**config.mk**
```make
export PLATFORM = sky130hd
export DESIGN_NAME = karatsuba_mid_mult
export DESIGN_NICKNAME = d
export VERILOG_FILES = /design/src/rtl/karatsuba_mid_mult_pkg.sv /design/src/rtl/karatsuba_mid_mult_twos_abs.sv /design/src/rtl/karatsuba_mid_mult.sv
export SDC_FILE = /design/constraint.sdc
export NUM_CORES = 1
export LEC_CHECK = 0
export CAP_MARGIN = 20
export CORE_MARGIN = 3
export CORE_UTILIZATION = 45
export DETAILED_ROUTE_END_ITERATION = 10
export DONT_BUFFER_PORTS = 1
export GPL_ROUTABILITY_DRIVEN = 1
export HOLD_SLACK_MARGIN = 0.15
export PLACE_DENSITY = 0.61
export SLEW_MARGIN = 5
export SYNTH_ARGS = -nofsm -noshare
export SYNTH_HDL_FRONTEND = slang
export SYNTH_HIERARCHICAL = 1
export SYNTH_SLANG_ARGS = --single-unit
export TNS_END_PERCENT = 10
```
**constraint.sdc**
```tcl
create_clock -name clk -period 3.1 [get_ports clk]
set_input_delay 0.62 -clock clk [delete_from_list [all_inputs] [get_ports clk]]
set_output_delay 0.62 -clock clk [all_outputs]
set_load 0.1 [all_outputs]
```
**src/rtl/karatsuba_mid_mult_pkg.sv**
```systemverilog
// Shared constants for the Karatsuba middle-term multiplier: FSM encoding
// and the counter-width helper.
package karatsuba_mid_mult_pkg;

    localparam logic [1:0] ST_IDLE = 2'd0;
    localparam logic [1:0] ST_BUSY = 2'd1;
    localparam logic [1:0] ST_DONE = 2'd2;

    // Bits needed to count 0..n-1, never less than 1.
    function automatic int clog2(input int n);
        int r;
        r = 1;
        for (int i = 1; i < 31; i++) begin
            if ((1 << i) < n) r = i + 1;
        end
        return r;
    endfunction

endpackage

```
**src/rtl/karatsuba_mid_mult_twos_abs.sv**
```systemverilog
// Magnitude and sign of an (N_BITS+1)-bit two's-complement difference.
module karatsuba_mid_mult_twos_abs #(
    parameter int N_BITS = 4
) (
    input  logic [N_BITS:0]   i_x,
    output logic [N_BITS-1:0] o_mag,
    output logic              o_sign
);

    logic [N_BITS:0] w_negx;

    assign w_negx = ~i_x + 1'b1;
    assign o_sign = i_x[N_BITS];
    // The unreachable code 1000..0 folds to magnitude 0 here.
    assign o_mag  = i_x[N_BITS] ? w_negx[N_BITS-1:0] : i_x[N_BITS-1:0];

endmodule

```
**src/rtl/karatsuba_mid_mult.sv**
```systemverilog
// Sign/magnitude of (a1-a0)*(b1-b0) via a fixed-latency shift-add loop,
// valid/ready on both sides.
module karatsuba_mid_mult
    import karatsuba_mid_mult_pkg::*;
#(
    parameter int N_BITS = 4
) (
    input  logic                  clk,
    input  logic                  rst_n,
    input  logic                  in_valid,
    output logic                  in_ready,
    input  logic [N_BITS:0]       da,
    input  logic [N_BITS:0]       db,
    output logic                  out_valid,
    input  logic                  out_ready,
    output logic [2*N_BITS-1:0]   prod,
    output logic                  neg
);

    localparam int CW = clog2(N_BITS);

    logic [1:0]          r_state;
    logic [N_BITS-1:0]   r_ma, r_mb;
    logic [2*N_BITS-1:0] r_acc, r_prod;
    logic [CW-1:0]       r_cnt;
    logic                r_neg_op, r_neg, r_out_valid;

    logic [N_BITS-1:0]   w_ma, w_mb;
    logic                w_sa, w_sb;
    logic [2*N_BITS-1:0] w_addend, w_sum;
    logic                w_last;

    karatsuba_mid_mult_twos_abs #(.N_BITS(N_BITS)) u_abs_a (
        .i_x(da), .o_mag(w_ma), .o_sign(w_sa)
    );
    karatsuba_mid_mult_twos_abs #(.N_BITS(N_BITS)) u_abs_b (
        .i_x(db), .o_mag(w_mb), .o_sign(w_sb)
    );

    assign w_addend = r_mb[r_cnt] ? ({{N_BITS{1'b0}}, r_ma} << r_cnt) : '0;
    assign w_sum    = r_acc + w_addend;
    assign w_last   = (r_cnt == CW'(N_BITS - 1));

    assign in_ready  = (r_state == ST_IDLE);
    assign out_valid = r_out_valid;
    assign prod      = r_prod;
    assign neg       = r_neg;

    always_ff @(posedge clk or negedge rst_n) begin
        if (!rst_n) begin
            r_state     <= ST_IDLE;
            r_ma        <= '0;
            r_mb        <= '0;
            r_acc       <= '0;
            r_cnt       <= '0;
            r_neg_op    <= 1'b0;
            r_neg       <= 1'b0;
            r_prod      <= '0;
            r_out_valid <= 1'b0;
        end else begin
            case (r_state)
                ST_IDLE: begin
                    if (in_valid) begin
                        r_ma     <= w_ma;
                        r_mb     <= w_mb;
                        // A zero factor gives +0, never -0.
                        r_neg_op <= (w_sa ^ w_sb) && (w_ma != '0) && (w_mb != '0);
                        r_acc    <= '0;
                        r_cnt    <= '0;
                        r_state  <= ST_BUSY;
                    end
                end
                ST_BUSY: begin
                    r_acc <= w_sum;
                    r_cnt <= r_cnt + 1'b1;
                    if (w_last) begin
                        r_prod      <= w_sum;
                        r_neg       <= r_neg_op;
                        r_out_valid <= 1'b1;
                        r_state     <= ST_DONE;
                    end
                end
                ST_DONE: begin
                    if (out_ready) begin
                        r_out_valid <= 1'b0;
                        r_state     <= ST_IDLE;
                    end
                end
                default: r_state <= ST_IDLE;
            endcase
        end
    end

endmodule

```
# Word level (Yosys, flattened, before mapping)

Cells that the tools add are included.

Register bits: 31
Input port bits: 14
Output and inout bits: 11
Word-level logic and storage cells: 52

Add/subtract/negate cells: 4
$lt $le $gt $ge: 1
Equality and inequality tests: 6
Shift operators: 1
Mux-type cells: 16
Bitwise operators: 3
Reduce and logical (&&, ||, !) cells: 12

Operators by type and width:

| operator              | number |
|---|---|
| $mux W8               | 2 |
| $pmux W8 S2           | 1 |
| $add A4 B1 Y4 const B | 2 |
| $add A8 B8 Y8         | 1 |
| $mux W2               | 4 |
| $mux W4               | 2 |
| $not A4 Y4            | 2 |
| $reduce_bool A4 Y1    | 2 |
| $shl A4 B2 Y8         | 1 |
| $ne A2 B2 Y1 const B  | 3 |
| $pmux W2 S3           | 1 |
| $reduce_and A2 Y1     | 3 |
| $reduce_and A3 Y1     | 2 |
| $eq A2 B2 Y1 const B  | 2 |
| $pmux W2 S2           | 1 |
| $reduce_bool A2 Y1    | 2 |
| $lt A2 B3 Y1 const B  | 1 |
| $mux W1               | 3 |
| $add A2 B1 Y2 const B | 1 |
| $bmux W1 S2           | 1 |
| $eq A2 B1 Y1 const B  | 1 |
| $logic_and A1 B1 Y1   | 2 |
| $logic_not A2 Y1      | 1 |
| $pmux W1 S2           | 1 |
| $xor A1 B1 Y1         | 1 |

# Depth between registers and ports, before layout

Word-level depth: 6
Gate-level depth with buffers: 11
Gate-level depth less buffers: 10

# Hierarchy

The synthesis kept the hierarchy.

By module, submodules not included:

| module                      | times used | cells an instance | area an instance (um^2) | sequential area each (um^2) |
|---|---|---|---|---|
| karatsuba_mid_mult          | 1          | 158               | 1659.1                  | 775.7 |
| karatsuba_mid_mult_twos_abs | 2          | 11                | 80.1                    | 0.0 |

# Worst setup path after synthesis

OpenSTA, ideal clock, no wires.

Kind: reg-to-reg
Start point: register r_cnt[0]
End point: register r_acc[6]
Setup time: 0.126 ns
Arrival time: 2.104 ns
Required time: 2.974 ns
Setup slack: 0.870 ns
Cell stages (with the launch flop): 9
Path buffers: 0
Period minus slack after synthesis: 2.230 ns
Cells stage by stage: dfrtp_1 > mux4_2 > and2_1 > ha_1 > a21oi_1 > o21ai_0 > a21oi_1 > xor2_1 > o21ai_0

Word-level cells in the longest chain between the ends: 5
Elaborated cells on any way between the ends: 6
Classes of those cells: add/sub: 1; shift: 1; mux: 4

RTL lines:

| what                          | RTL line                 | RTL |
|---|---|---|
| start: declaration            | karatsuba_mid_mult.sv:25 | `logic [CW-1:0] r_cnt;` |
| start signal: assignment      | karatsuba_mid_mult.sv:75 | `r_cnt <= r_cnt + 1'b1;` |
| $bmux W1 S2                   | karatsuba_mid_mult.sv:40 | `assign w_addend = r_mb[r_cnt] ? ({{N_BITS{1'b0}}, r_ma} << r_cnt) : '0;` |
| $mux W1 (not written as such) | karatsuba_mid_mult.sv:40 |  |
| $mux W8 *                     | karatsuba_mid_mult.sv:40 |  |
| $add A8 B8 Y8 *               | karatsuba_mid_mult.sv:41 | `assign w_sum = r_acc + w_addend;` |
| $pmux W8 S2 *                 | karatsuba_mid_mult.sv:61 | `case (r_state)` |
| end signal: assignment        | karatsuba_mid_mult.sv:74 | `r_acc <= w_sum;` |
| end: declaration              | karatsuba_mid_mult.sv:24 | `logic [2*N_BITS-1:0] r_acc, r_prod;` |

Every way passes the cells marked *; elsewhere a longest branch is shown, timed or not. The select of a mux whose other input is x is not followed.
A chain may end at the register's enable or synchronous reset.

# Worst setup path after layout

Same ends and word-level chain as after synthesis.

==> run_results.csv <==
group,metric,value,unit
setup_path,r2r_end,"r_acc[6]",
setup_path,cp.arrival,2.76,ns
sta,final_clock_period_utilization_by_the_worst_path,84.70,%
yosys,postSynthAreaPerCell,10.11,um^2
route,drt-pass1-iter-count,4,
route,drt-initial-drc-count,25,
layout,area_of_the_multi_input_gates,952.2,um^2
layout,n_antenna_cell,0,
grt,number_of_antenna_violations_at_the_first_check_in_global_routing,0,
layout,fillers,351,
cts,clock_sinks,31,
floorplan,chipHeight,69.58,um
yosys,syn_inst,180,
sta,maxClockFrequency,380.9,MHz
cts,cts-root-buf,"clkbuf_8",
setup_path,critPathCaptureType,"register",
route,drtAntennaViolNets,0,
yosys,synthFlopType,"dfrtp_1",
cts,clk_latency,0.27,ns
sta,setup_repair_after_global_routing_missed_its_margin,"no",
worst_hold_path,worstHoldPathType,"in2async",
yosys,postSynthNetCount,205,
setup_path,worstReg2RegStart,"r_cnt[0]",
placement,placed_wire_length_estimate_after_detailed_placement,2461,um
sta,timing.slew.headroom,39.23,%
layout,layout-area-overhead-vs-synth,5.502,%
setup_path,worst_ep_required,3.24,ns
grt,grt_first_pass_wirelength,5782,um
grt,global_route.peak_usage_layer,"met2",
layout,layout.nets,205,
grt,via_count_of_the_first_global_routing_pass,1273,
sta,final.setup.tns,0,ns
yosys,netlist_area,1819,um^2
grt,pin_count_of_the_biggest_net_entering_global_routing,32,
floorplan,cell_rows,22,
cts,cts-hold-fix-buffers,1,
layout,seq_area,775.7,um^2
setup_path,ff2ff_path_depth,8,
layout,layout_commonest_cell,"dfrtp_1",
route,dr_total_vias,1252,
job,drv_cap,0,
route,avgRoutedWirePerCell,14.14,um
floorplan,initial_utilization,48.24,%
cts,resized_cells_post_cts,0,
sta,timing_hold_violations_final,0,
layout,layout.cells.most_common_list,"dfrtp_1 (31), nand2_1 (26), o21ai_0 (15)",
yosys,synth-seq-area-share,42.64,%
placement,gpl.final_weighted_congestion,0.8587,
setup_path,crit_path_max_fanout,16,
route,drt_drc_violations_left,0,
route,drt-vias-per-instance,5.467,
cts,clock_tree.htree_level_count,2,
floorplan,ioPinCount,25,
floorplan,floorplan.die_area,4841,um^2
placement,numPortBuffers,0,
sta,fin_skew,0.002604,ns
yosys,ys_ff_latch,31,
layout,final_layout_size_suffix_gt1_share,14.92,%
setup_path,criticalPathCategory,"reg2reg",
grt,globalRoute.totalOverflow,0,
grt,grt_use_met3,4.928,%
route,route.final.wire_length,3239,um
cts,tritoncts.num_buffers,5,
yosys,number_of_synthesized_flops_with_an_enable_pin,0,
sta,final-setup-viol-count,0,
cts,clock_slew_at_the_register_clock_pins_of_the_worst_setup_and_hold_paths,0.06,ns
sta,slew_violations,0,
cts,clockBufferDepth,2,
yosys,synth.yosys.warnings,6,
setup_path,startpoint_type,"register",
yosys,ys_async_sr_fraction,100.0,%
setup_path,rrSetupSlack,0.47,ns
grt,grtUsageMet1,18.46,%
yosys,synth.lib_cells_used.distinct,39,
sta,clock_period_minus_worst_slack,2.626,ns
cts,post-cts-setup-buffer-count,0,
floorplan,die_x,69.58,um
run_status,run_status,"finished clean",
cts,cts_tree,"done",
grt,globalRouteTotalUtil,14.94,%
sta,tightest_slew,0.9115,ns
floorplan,core-area,3771,um^2
grt,groute.layer.met2.usage,24.15,%
-- cell type report --
| type | instances | area share [%] |
|---|---|---|
| clock inverter | 1 | 0.2608 |
| multi-input combinational | 134 | 49.61 |
| clock buffer | 7 | 3.977 |
| tap | 48 | 3.129 |
| sequential | 31 | 40.42 |
| timing repair buffer | 2 | 1.434 |
| inverter | 6 | 1.173 |
-- critical path, stage by stage, from the launching register on --
cell	delay [ns]
dfrtp_1	0.60
mux4_2	0.59
and2_1	0.16
ha_1	0.33
a21oi_1	0.21
o21ai_0	0.12
a21oi_1	0.18
xor2_1	0.20
o21ai_0	0.10
-- how the worst max path moves through the flow --
stage | startpoint | to | cells after the start
after floorplan | r_cnt[0] | r_acc[6] | 8
after global placement | r_cnt[0] | r_acc[6] | 8
after detailed placement | r_cnt[0] | r_acc[6] | 8
after CTS | r_cnt[0] | r_acc[6] | 8
after global routing | r_cnt[0] | r_acc[6] | 8
final | r_cnt[0] | r_acc[6] | 8
-- Yosys cell counts (3+ instances only) --
library cell,count,area share (%)
dfrtp_1,31,43
and2_1,3,1.0
nor2_1,3,0.62
mux2_1,3,1.9
a21oi_1,9,2.5
mux2_2,9,5.6
nand2_1,26,5.4
o21ai_1,8,2.2
inv_1,6,1.2
buf_4,5,2.1
nand3_1,10,2.8
o21ai_0,15,4.1
xor2_1,3,1.4
xnor2_1,8,3.9
ha_1,10,6.9
-- logic make-up after synthesis --
group,Yosys count,synth area share [%]
adder cells (fa/ha/maj),11,7.978
multiplexers,14,9.216
flip-flops,31,42.64
AND/OR/NAND/NOR,54,14.58
XOR/XNOR,11,5.296
AO/OA/AOI/OAI,44,15.27
buffers and inverters,15,5.020
-- metal layers --
layer  vias up  share of wire [%]
li1        627                  -
met1       607                 45
met2        13                 50
met3         5                3.4
met4         0                1.2
met5         -                  0
-- stage by stage --
step                std cells  hold WS (ns)  worst slack, ns  cell area [um^2]  util [%]
floorplan                 180        0.3244           0.8699              1819         -
global placement          220        0.3252           0.5850              1818     48.21
detailed placement        220        0.3251           0.5023              1818     48.21
CTS                       229        0.1642           0.4913              1919     50.90
global route              229        0.1617           0.2276              1919     50.90
finish                    229        0.1663           0.4744              1919     50.90
-- flip-flops by register name, indices dropped and copies added (netlist names) --
signal,flops
r_acc,8
out_valid,1
r_ma,4
r_neg_op,1
prod,8
r_mb,4
r_cnt,2
neg,1
r_state,2
Power is not shown: default switching activity piles up to over one toggle a cycle in this logic, so the estimate is an artifact.
